===== config.mk =====
export PLATFORM = sky130hd
export DESIGN_NAME = uart_tx_arbiter
export DESIGN_NICKNAME = d
export VERILOG_FILES = /design/src/rtl/uart_tx_arbiter.sv
export SDC_FILE = /design/constraint.sdc
export NUM_CORES = 1
export LEC_CHECK = 0
export ABC_AREA = 1
export BUFFER_PORTS_ARGS = -buffer_cell sky130_fd_sc_hd__buf_2
export CAP_MARGIN = 20
export CORE_ASPECT_RATIO = 2
export CORE_UTILIZATION = 31
export DETAILED_ROUTE_END_ITERATION = 16
export SETUP_SLACK_MARGIN = 0.5
export SYNTH_ARGS = -nofsm -noshare
export SYNTH_HDL_FRONTEND = slang
export SYNTH_SLANG_ARGS = --single-unit

===== constraint.sdc =====
create_clock -name clk -period 4.1 [get_ports clk]
set_input_delay 0.41 -clock clk [delete_from_list [all_inputs] [get_ports clk]]
set_output_delay 0.41 -clock clk [all_outputs]
set_load 0.01 [all_outputs]

===== src/rtl/uart_tx_arbiter.sv =====
`default_nettype none
// ============================================================================
// Module   : uart_tx_arbiter
// Brief    : Round-robin arbiter sharing one uart_tx between N_REQ requesters,
//            with a watchdog on the tx_busy handshake.
// Revision : 1.0 - initial release
// ============================================================================
module uart_tx_arbiter #(
    parameter int N_REQ        = 4,
    parameter int BUSY_TIMEOUT = 4
) (
    input  logic                     clk,
    input  logic                     rst,
    input  logic                     en,
    input  logic [N_REQ-1:0]         req,
    input  logic [8*N_REQ-1:0]       req_data,
    output logic [N_REQ-1:0]         ack,
    output logic                     tx_start,
    output logic [7:0]               tx_data,
    input  logic                     tx_busy,
    output logic [$clog2(N_REQ)-1:0] grant_id,
    output logic                     active,
    output logic                     timeout_err
);

    localparam int                c_IW       = $clog2(N_REQ);
    localparam int                c_CW       = $clog2(BUSY_TIMEOUT + 1);
    localparam logic [c_IW-1:0]   c_LAST_RST = c_IW'(N_REQ - 1);
    localparam logic [c_IW:0]     c_NREQ     = (c_IW + 1)'(N_REQ);
    localparam logic [c_CW-1:0]   c_TIMEOUT  = c_CW'(BUSY_TIMEOUT);
    localparam logic [c_CW-1:0]   c_CNT_ONE  = c_CW'(1);

    localparam logic [1:0] S_IDLE      = 2'd0;
    localparam logic [1:0] S_ISSUE     = 2'd1;
    localparam logic [1:0] S_WAIT_BUSY = 2'd2;
    localparam logic [1:0] S_WAIT_DONE = 2'd3;

    logic [1:0]      r_state;
    logic [1:0]      w_state_nxt;
    logic [c_IW-1:0] r_last_grant;
    logic [c_IW-1:0] r_grant_id;
    logic [7:0]      r_tx_data;
    logic [c_CW-1:0] r_cnt;

    logic            w_sel_found;
    logic [c_IW-1:0] w_sel_idx;
    logic [c_IW:0]   w_cand;
    logic            w_grant;
    logic            w_timeout;

    // Walk offsets from farthest to nearest so the nearest pending index after
    // last_grant is the one left standing.
    always_comb begin
        w_sel_found = 1'b0;
        w_sel_idx   = '0;
        w_cand      = '0;
        for (int k = N_REQ; k >= 1; k--) begin
            w_cand = {1'b0, r_last_grant} + (c_IW + 1)'(k);
            if (w_cand >= c_NREQ) begin
                w_cand = w_cand - c_NREQ;
            end
            if (req[w_cand[c_IW-1:0]]) begin
                w_sel_found = 1'b1;
                w_sel_idx   = w_cand[c_IW-1:0];
            end
        end
    end

    always_comb begin
        w_state_nxt = r_state;
        w_grant     = 1'b0;
        w_timeout   = 1'b0;
        case (r_state)
            S_IDLE: begin
                if (en && w_sel_found && !tx_busy) begin
                    w_grant     = 1'b1;
                    w_state_nxt = S_ISSUE;
                end
            end
            S_ISSUE: begin
                w_state_nxt = S_WAIT_BUSY;
            end
            S_WAIT_BUSY: begin
                if (tx_busy) begin
                    w_state_nxt = S_WAIT_DONE;
                end else if (r_cnt >= c_TIMEOUT) begin
                    w_timeout   = 1'b1;
                    w_state_nxt = S_IDLE;
                end
            end
            S_WAIT_DONE: begin
                if (!tx_busy) begin
                    w_state_nxt = S_IDLE;
                end
            end
            default: begin
                w_state_nxt = S_IDLE;
            end
        endcase
    end

    always_ff @(posedge clk or posedge rst) begin
        if (rst) begin
            r_state <= S_IDLE;
        end else begin
            r_state <= w_state_nxt;
        end
    end

    // r_cnt holds the number of cycles elapsed since the ISSUE cycle.
    always_ff @(posedge clk or posedge rst) begin
        if (rst) begin
            r_tx_data    <= 8'h00;
            r_grant_id   <= '0;
            r_last_grant <= c_LAST_RST;
            r_cnt        <= '0;
        end else begin
            if (w_grant) begin
                r_tx_data  <= req_data[{w_sel_idx, 3'b000} +: 8];
                r_grant_id <= w_sel_idx;
            end
            if (r_state == S_ISSUE) begin
                r_last_grant <= r_grant_id;
                r_cnt        <= c_CNT_ONE;
            end else if (r_state == S_WAIT_BUSY) begin
                r_cnt        <= r_cnt + c_CNT_ONE;
            end else begin
                r_cnt        <= '0;
            end
        end
    end

    always_comb begin
        ack = '0;
        if (r_state == S_ISSUE) begin
            ack[r_grant_id] = 1'b1;
        end
    end

    assign tx_start    = (r_state == S_ISSUE);
    assign tx_data     = r_tx_data;
    assign grant_id    = r_grant_id;
    assign active      = (r_state != S_IDLE);
    assign timeout_err = w_timeout;

endmodule
`default_nettype wire


# Yosys cells after proc, flatten, opt, wreduce, memory -nomap -nowiden
# Index checks and enable logic that the tools add are counted.
dict set report op_classes {
  n_addsub 9
  n_mul 0
  div_mod_pow 0
  order_cmp 11
  n_eq_ne 6
  n_shift 1
  n_mux 35
  bitwise_logic 0
  n_reduce_logical 7
}
# op n
set op_table {}
lappend op_table {{$shiftx 32x6->8} 1}
lappend op_table {{$mux 2} 12}
lappend op_table {{$ge 3x3->1 const B} 5}
lappend op_table {{$lt 2x3->1 const B} 5}
lappend op_table {{$mux 1} 14}
lappend op_table {{$bmux 1 s2} 4}
lappend op_table {{$pmux 2 s4} 1}
lappend op_table {{$sub 2x1->2 const B} 4}
lappend op_table {{$add 2x2->3 const B} 2}
lappend op_table {{$mux 3} 2}
lappend op_table {{$eq 2x2->1 const B} 2}
lappend op_table {{$mux 4} 1}
lappend op_table {{$ne 2x2->1 const B} 2}
lappend op_table {{$add 2x1->3 const B} 1}
lappend op_table {{$add 2x3->3 const B} 1}
lappend op_table {{$add 3x1->3 const B} 1}
lappend op_table {{$logic_and 1x1->1} 3}
lappend op_table {{$ne 3x3->1 const B} 1}
lappend op_table {{$reduce_and 3->1} 1}
lappend op_table {{$demux 1 s2} 1}
lappend op_table {{$eq 2x1->1 const B} 1}
lappend op_table {{$ge 2x1->1 const B} 1}
lappend op_table {{$logic_not 2->1} 1}
lappend op_table {{$reduce_bool 2->1} 1}
lappend op_table {{$logic_not 1->1} 1}
dict set report word_totals {
  reg_bits 17
  latch_bits 0
  ram_bits 0
  romBits 0
  out_inout_bits 17
  word_cells 74
  memories 0
}

# Longest topological paths before layout
# Gate-level depths: netlist of the first run.
dict set report depth {
  ltp_word 13
  depth_mapped 16
  mapped_depth_nobuf 14
}

# Worst setup path after synthesis of the first run
# No wires, ideal clock.
dict set report synth_timing {
  kind {register -> register}
  from {register r_last_grant[0]}
  to {register r_tx_data[1], in the netlist tx_data[1]}
  setup_ns 0.130
  arrival_ns 1.548
  slack_ns 2.422
  path_stages_with_launch 13
  synth_period_minus_slack_ns 1.678
  path_cell_list {dfstp_2 buf_6 inv_6 nand2_2 nand2_2 nand2_1 nand2_2 nand2_4 nand2_2 nand2_1 nand2_2 o211ai_1 nand3_1}
}
dict set report synth_between {
  elab_chain_len 13
  elab_cells_between_ends 37
}
# element line_no
set synth_rtl {}
lappend synth_rtl {{start, declared} 40} ;# logic [c_IW-1:0] r_last_grant;
lappend synth_rtl {{start signal, assigned} 115} ;# r_last_grant <= c_LAST_RST;
lappend synth_rtl {{start signal, assigned} 123} ;# r_last_grant <= r_grant_id;
lappend synth_rtl {{parallel branches: the longest is 13 deep, another holds $add 2x3->3} -}
lappend synth_rtl {{end signal, assigned} 119} ;# r_tx_data <= req_data[{w_sel_idx, 3'b000} +: 8];
lappend synth_rtl {{end, declared} 42} ;# logic [7:0] r_tx_data;
# Parallel ways; which one is timed is not known. The select of a mux whose other input is x is not followed.
# A chain may end at the register's enable or synchronous reset.

# Worst setup path in the final report of the first run
# Ends and elaborated chain as after synthesis.

==> results of run 1 <==
-- area by class of cell --
cell class                      count  area, µm²  share of cell area, %
Tap cell                           52       65.1                   3.81
Inverter                           48        185                   10.9
Multi-Input combinational cell    147        699                   41.0
Sequential cell                    17        428                   25.1
Clock buffer                        3       41.3                   2.42
Clock inverter                      1       7.51                  0.440
Timing Repair Buffer               56        280                   16.4
-- synthesized netlist by cell type --
cell type,count,area (µm²)
buf_4,1,7.51
a21oi_1,3,15.0
nand2_1,64,240
inv_1,45,169
buf_2,2,10.0
dfstp_2,2,52.6
nand3_1,38,190
nand2_2,12,75.1
dfrtp_1,15,375
nand2_4,1,11.3
buf_6,2,22.5
o211ai_1,5,37.5
ha_1,1,12.5
nor2_1,11,41.3
nand4_1,1,6.26
xnor2_1,1,8.76
a31oi_1,1,6.26
o21ai_2,1,8.76
inv_2,2,7.51
nor2_2,1,6.26
nand3_2,1,10.0
o21ai_0,5,25.0
inv_6,1,8.76
nor3_1,1,5.00
-- state kept, by name (all words and copies together), names as in the netlist --
| register | flops |
|---|---|
| r_state | 2 |
| r_cnt | 3 |
| tx_data | 8 |
| grant_id | 2 |
| r_last_grant | 2 |
-- layer usage --
metal / global-route usage [%] / vias to the layer above / share of wire [%]
met5: 0 / - / 0
li1: - / 778 / -
met4: 5.88 / 0 / 1.5
met3: 1.44 / 7 / 4.1
met1: 16.2 / 677 / 38
met2: 31.4 / 47 / 56
-- how the worst max path moves through the flow --
| stage | start | end | depth (start not counted) |
|---|---|---|---|
| global route | r_last_grant[0]$_DFFE_PP1P_ | tx_data[7]$_DFFE_PP0P_ | 8 |
| detailed placement | r_last_grant[0]$_DFFE_PP1P_ | tx_data[1]$_DFFE_PP0P_ | 8 |
| finish | r_last_grant[0]$_DFFE_PP1P_ | tx_data[1]$_DFFE_PP0P_ | 8 |
| global placement | r_last_grant[0]$_DFFE_PP1P_ | tx_data[1]$_DFFE_PP0P_ | 8 |
| CTS | r_last_grant[0]$_DFFE_PP1P_ | tx_data[1]$_DFFE_PP0P_ | 8 |
| floorplan | r_last_grant[0]$_DFFE_PP1P_ | tx_data[1]$_DFFE_PP0P_ | 12 |
-- kinds of logic (layout without fill, tap and decap cells) --
kind of cell    count (synthesis)  in the layout  share of synthesized area (%)
xor+xnor                        1              1                          0.648
flops                          17             17                           31.6
buf+inv                        53            108                           16.7
simple gates                  130            130                           43.3
compound gates                 15             15                           6.85
fa+ha+maj                       1              1                          0.925
-- stage by stage --
step	utilization [%]	hold WS, ns	std cells	setup WS [ns]	instance area, µm²
5_1_grt	41.3	0.266	324	1.70	1710
4_1_cts	41.3	0.237	324	1.90	1710
3_5_place_dp	40.2	0.477	320	1.93	1660
6_report	41.3	0.219	324	1.93	1710
2_1_floorplan	-	0.335	217	2.42	1350
3_3_place_gp	40.2	0.478	320	1.93	1660
-- worst max-delay path: stages, from the launching register on --
cell	delay (ns)
dfstp_2	0.68
nand2_1	0.10
nand2_2	0.10
nor2_1	0.06
nand3_1	0.10
nand4_1	0.45
nor2_2	0.39
o211ai_1	0.14
nand3_1	0.08
-- report_power, final --
group	internal, mW	total, mW	switching, mW
logic	0.272	0.788	0.516
clock network	0.0684	0.126	0.0577
registers	0.249	0.319	0.0703
total	0.590	1.23	0.644
==> impl_metrics.toml, run 1 <==
[worst_setup_path]
r2r_start = "r_last_grant[0]$_DFFE_PP1P_"
cp-start-kind = "flop"
path_class = "flop to flop"
worstPathRequired_ns = 4.29
cp-end-kind = "flop"
critPathMaxFanout = 14
r2r_end = "tx_data[1]$_DFFE_PP0P_"
reg2reg_depth = 8
reg2reg_slack_ns = 1.93
crit_arrival_ns = 2.35

[run_status]
status = "complete, no violations"

[clock_network]
post_cts_resized = 0
hold_buffers = 0
insertion_delay_ns = 0.25
cts_setup_buffers = 0
cts_buffers = 3
clk_pin_slew_ns = 0.07
htreeDepth = 1
tritoncts = "built"
max-clock-path-buffers = 2
clock-sinks = 17
cts_root_buf = "clkbuf_8"

[global_routing]
grt_pass1_wl_um = 5780
antenna_found_initial = 0
grt-ovfl-total = 0
grtUsageTotal_pct = 15.6
grt_pass1_vias = 1410
grt_max_degree = 18

[cells_and_area]
nets = 314
final_common_cell = "nand2_1"
layout_common_cells = "nand2_1, buf_2, inv_1"
areaGrowthSynthToFinish_pct = 26.2
num_antenna_cells = 0
drive_gt1_share_pct = 29.8
fill_cells = 491

[detailed_routing]
routed_wl_um = 3460
viasPerCell = 4.66
wl_per_cell_um = 10.7
drt_first_iter_violations = 27
drc = 0
vias = 1509
ant_nets = 0
drtPass1Iterations = 4

[yosys]
ys_types = 24
ys_warn_count = 0
syn_nets = 258
yosysSeqAreaShare_pct = 31.6
syn_area_per_cell_um2 = 6.23
syn_inst = 217
syn-cell-area_um2 = 1350
ys_seq_elements = 17

[die]
io_pins = 57
core.rowCount = 33
initial_core_util_pct = 32.8
die_area_um2 = 4650
die_h_um = 95.4
coreArea_um2 = 4130
fp.dieW_um = 48.7

[sta]
fmax_mhz = 461
fin_crit_ns = 2.17
tightestPinTransition_ns = 0.613
rsz0062_at_grt = "no"
maxSlewHeadroom_pct = 59.1
finalSetupViolCount = 0
fin_crit_sh_pct = 52.9
fin_skew_ns = 0.00564
maxSlewViolCount = 0
finalSetupTns_ns = 0
finalHoldViolCount = 0

[power_and_ir_drop]
power.static_leakage_nw = 1.07
total_power_mw = 1.23
peakVddDrop_uv = 280
power.density_nw_per_um2 = 723

[placed_design]
gp_congestion = 0.810
hpwl_um = 2960
port_buffers = 56

[worst_hold_path]
hp-class = "input port to asynchronous set/reset pin"

[flow_run]
drv_cap = 0
Note: power is estimated with default switching activity, not from simulation.
==> inputs of run 2 (changes only) <==
clock period = 2.2 ns   (was 4.1 ns; I/O delays follow)
==> run 2 against run 1 <==
  * Wire length increased by 16%
  * Die area unchanged
  * Sequential power rose by 78%
  * Via count is 5.8% higher
  * Final area is 22% higher
  * Utilization up 9.0 points
  * Cell count grew 5.9%
  * Total power up 150%
  * Critical path type unchanged
  * Critical endpoint unchanged
==> impl_metrics.toml, run 2 (synthesized netlist as in run 1, its figures left out) <==
[detailed_routing]
wl_met3_um = 114
drtPass1Iterations = 4
wl_per_cell_um = 11.7
viasPerCell = 4.65
ant_nets = 0
routed_wl_um = 4020
drc = 0
wl_met1_um = 1460
top_layer = "met4"
wl_met2_um = 2320
drt_first_iter_violations = 28
vias = 1596

[die]
die_area_um2 = 4650
initial_core_util_pct = 32.8
core.rowCount = 33
die_h_um = 95.4
coreArea_um2 = 4130
fp.dieW_um = 48.7
io_pins = 57

[run_status]
status = "complete, no violations"

[cells_and_area]
layout_common_cells = "buf_2, nand2_1, inv_1"
areaGrowthSynthToFinish_pct = 53.7
largest_reg_flops = 8
num_antenna_cells = 0
nets = 333
stdcell_area_um2 = 2080
final_cells = 343
ff_latch_area_um2 = 428
fill_cells = 438
drive_gt1_share_pct = 40.9
final_common_cell = "buf_2"
multi_input_area_um2 = 903

[sta]
fmax_mhz = 534
tightestPinTransition_ns = 0.620
finalSetupViolCount = 0
finalSetupTns_ns = 0
maxSlewHeadroom_pct = 58.6
maxSlewViolCount = 0
rsz0062_at_grt = "yes"
finalHoldViolCount = 0
fin_skew_ns = 0.000650
fin_crit_sh_pct = 85.1
fin_crit_ns = 1.87

[flow_run]
drv_cap = 0

[global_routing]
grt_pass1_vias = 1522
grt_max_degree = 18
antenna_found_initial = 0
grtUsageTotal_pct = 17.3
grt_pass1_wl_um = 6310
grt-ovfl-total = 0

[placed_design]
placed_cell_area_um2 = 1670
placedCellCount = 322
port_buffers = 56
hpwl_um = 2830
gp_congestion = 0.837

[clock_network]
max-clock-path-buffers = 2
cts_buffers = 3
clock-sinks = 17
cts_root_buf = "clkbuf_8"
hold_buffers = 0
insertion_delay_ns = 0.24
tritoncts = "built"
htreeDepth = 1
clk_pin_slew_ns = 0.06

[worst_setup_path]
cp-start-kind = "flop"
path_class = "flop to flop"
cp-end-kind = "flop"
crit_arrival_ns = 1.99
critPathMaxFanout = 7
reg2reg_depth = 12
worstPathRequired_ns = 2.32

[power_and_ir_drop]
peakVddDrop_uv = 558
power.static_leakage_nw = 1.22
power.density_nw_per_um2 = 1480
total_power_mw = 3.08

[worst_hold_path]
hp-class = "input port to asynchronous set/reset pin"
## run 2: cell count changes in the layout (fill, tap and decap cells not counted), moves of 4 or more
cell,delta
nand3_1,-5
buf_6,+5
nand3_2,+4
buf_4,+11
nand2_4,+14
nand2_1,-12
## run 2: cell type report
cell class | instances | area share, %
tap | 52 | 3.13
multi-input combinational | 149 | 43.5
timing repair buffer | 73 | 21.1
inverter | 48 | 9.51
clock buffer | 4 | 2.17
sequential | 17 | 20.6
## run 2: final timing paths
path	start	end	slack, ns
min in group clk	req_data[6]	tx_data[6]$_DFFE_PP0P_	0.24
setup / recovery	r_last_grant[0]$_DFFE_PP1P_	tx_data[1]$_DFFE_PP0P_	0.33
setup reg to reg	r_last_grant[0]$_DFFE_PP1P_	tx_data[1]$_DFFE_PP0P_	0.33
hold / removal	rst	r_cnt[2]$_DFF_PP0_	0.04
hold reg to reg	r_cnt[0]$_DFF_PP0_	r_cnt[0]$_DFF_PP0_	0.48
max in group asynchronous	rst	tx_data[3]$_DFFE_PP0P_	1.76
## run 2: timing repair
item | 4_1_cts | 5_1_grt
resized for setup | 31 | 25
cloned | 3 | 0
pin swaps | 15 | 13
setup buffers | 8 | 6
endpoints found under the setup margin | 10 | 14
## run 2: power breakdown
| part | internal, mW | switching (mW) |
|---|---|---|
| Sequential | 0.463 | 0.106 |
| Clock | 0.128 | 0.0928 |
| Combinational | 0.910 | 1.38 |
| Total | 1.50 | 1.58 |
## run 2: per-layer routing
layer  global-route usage, %  vias up
met2                    34.8       47
met4                    8.33        0
met5                       0        -
li1                        -      817
met1                    17.0      720
met3                    1.59       12
## run 2: worst max-delay path, cell delays in order (launching register included)
cell and delay (ns):
dfstp_2 0.55, buf_12 0.13, inv_8 0.05, nand2_2 0.08, nand2_1 0.07, nand2_1 0.10, nand2_1 0.13, inv_1 0.10
nand3_2 0.17, nand2_4 0.14, nand2_1 0.06, o211ai_1 0.08, nand3_1 0.08
## run 2: per-stage QoR
step                      utilization (%)  hold WS (ns)  setup WS [ns]
after detailed placement             40.5         0.332          0.203
final                                50.3        0.0428          0.329
after global placement               40.5         0.319          0.241
after global routing                 50.3        0.0944          0.219
after floorplan                         -         0.145          0.522
after CTS                            46.8        0.0707          0.431
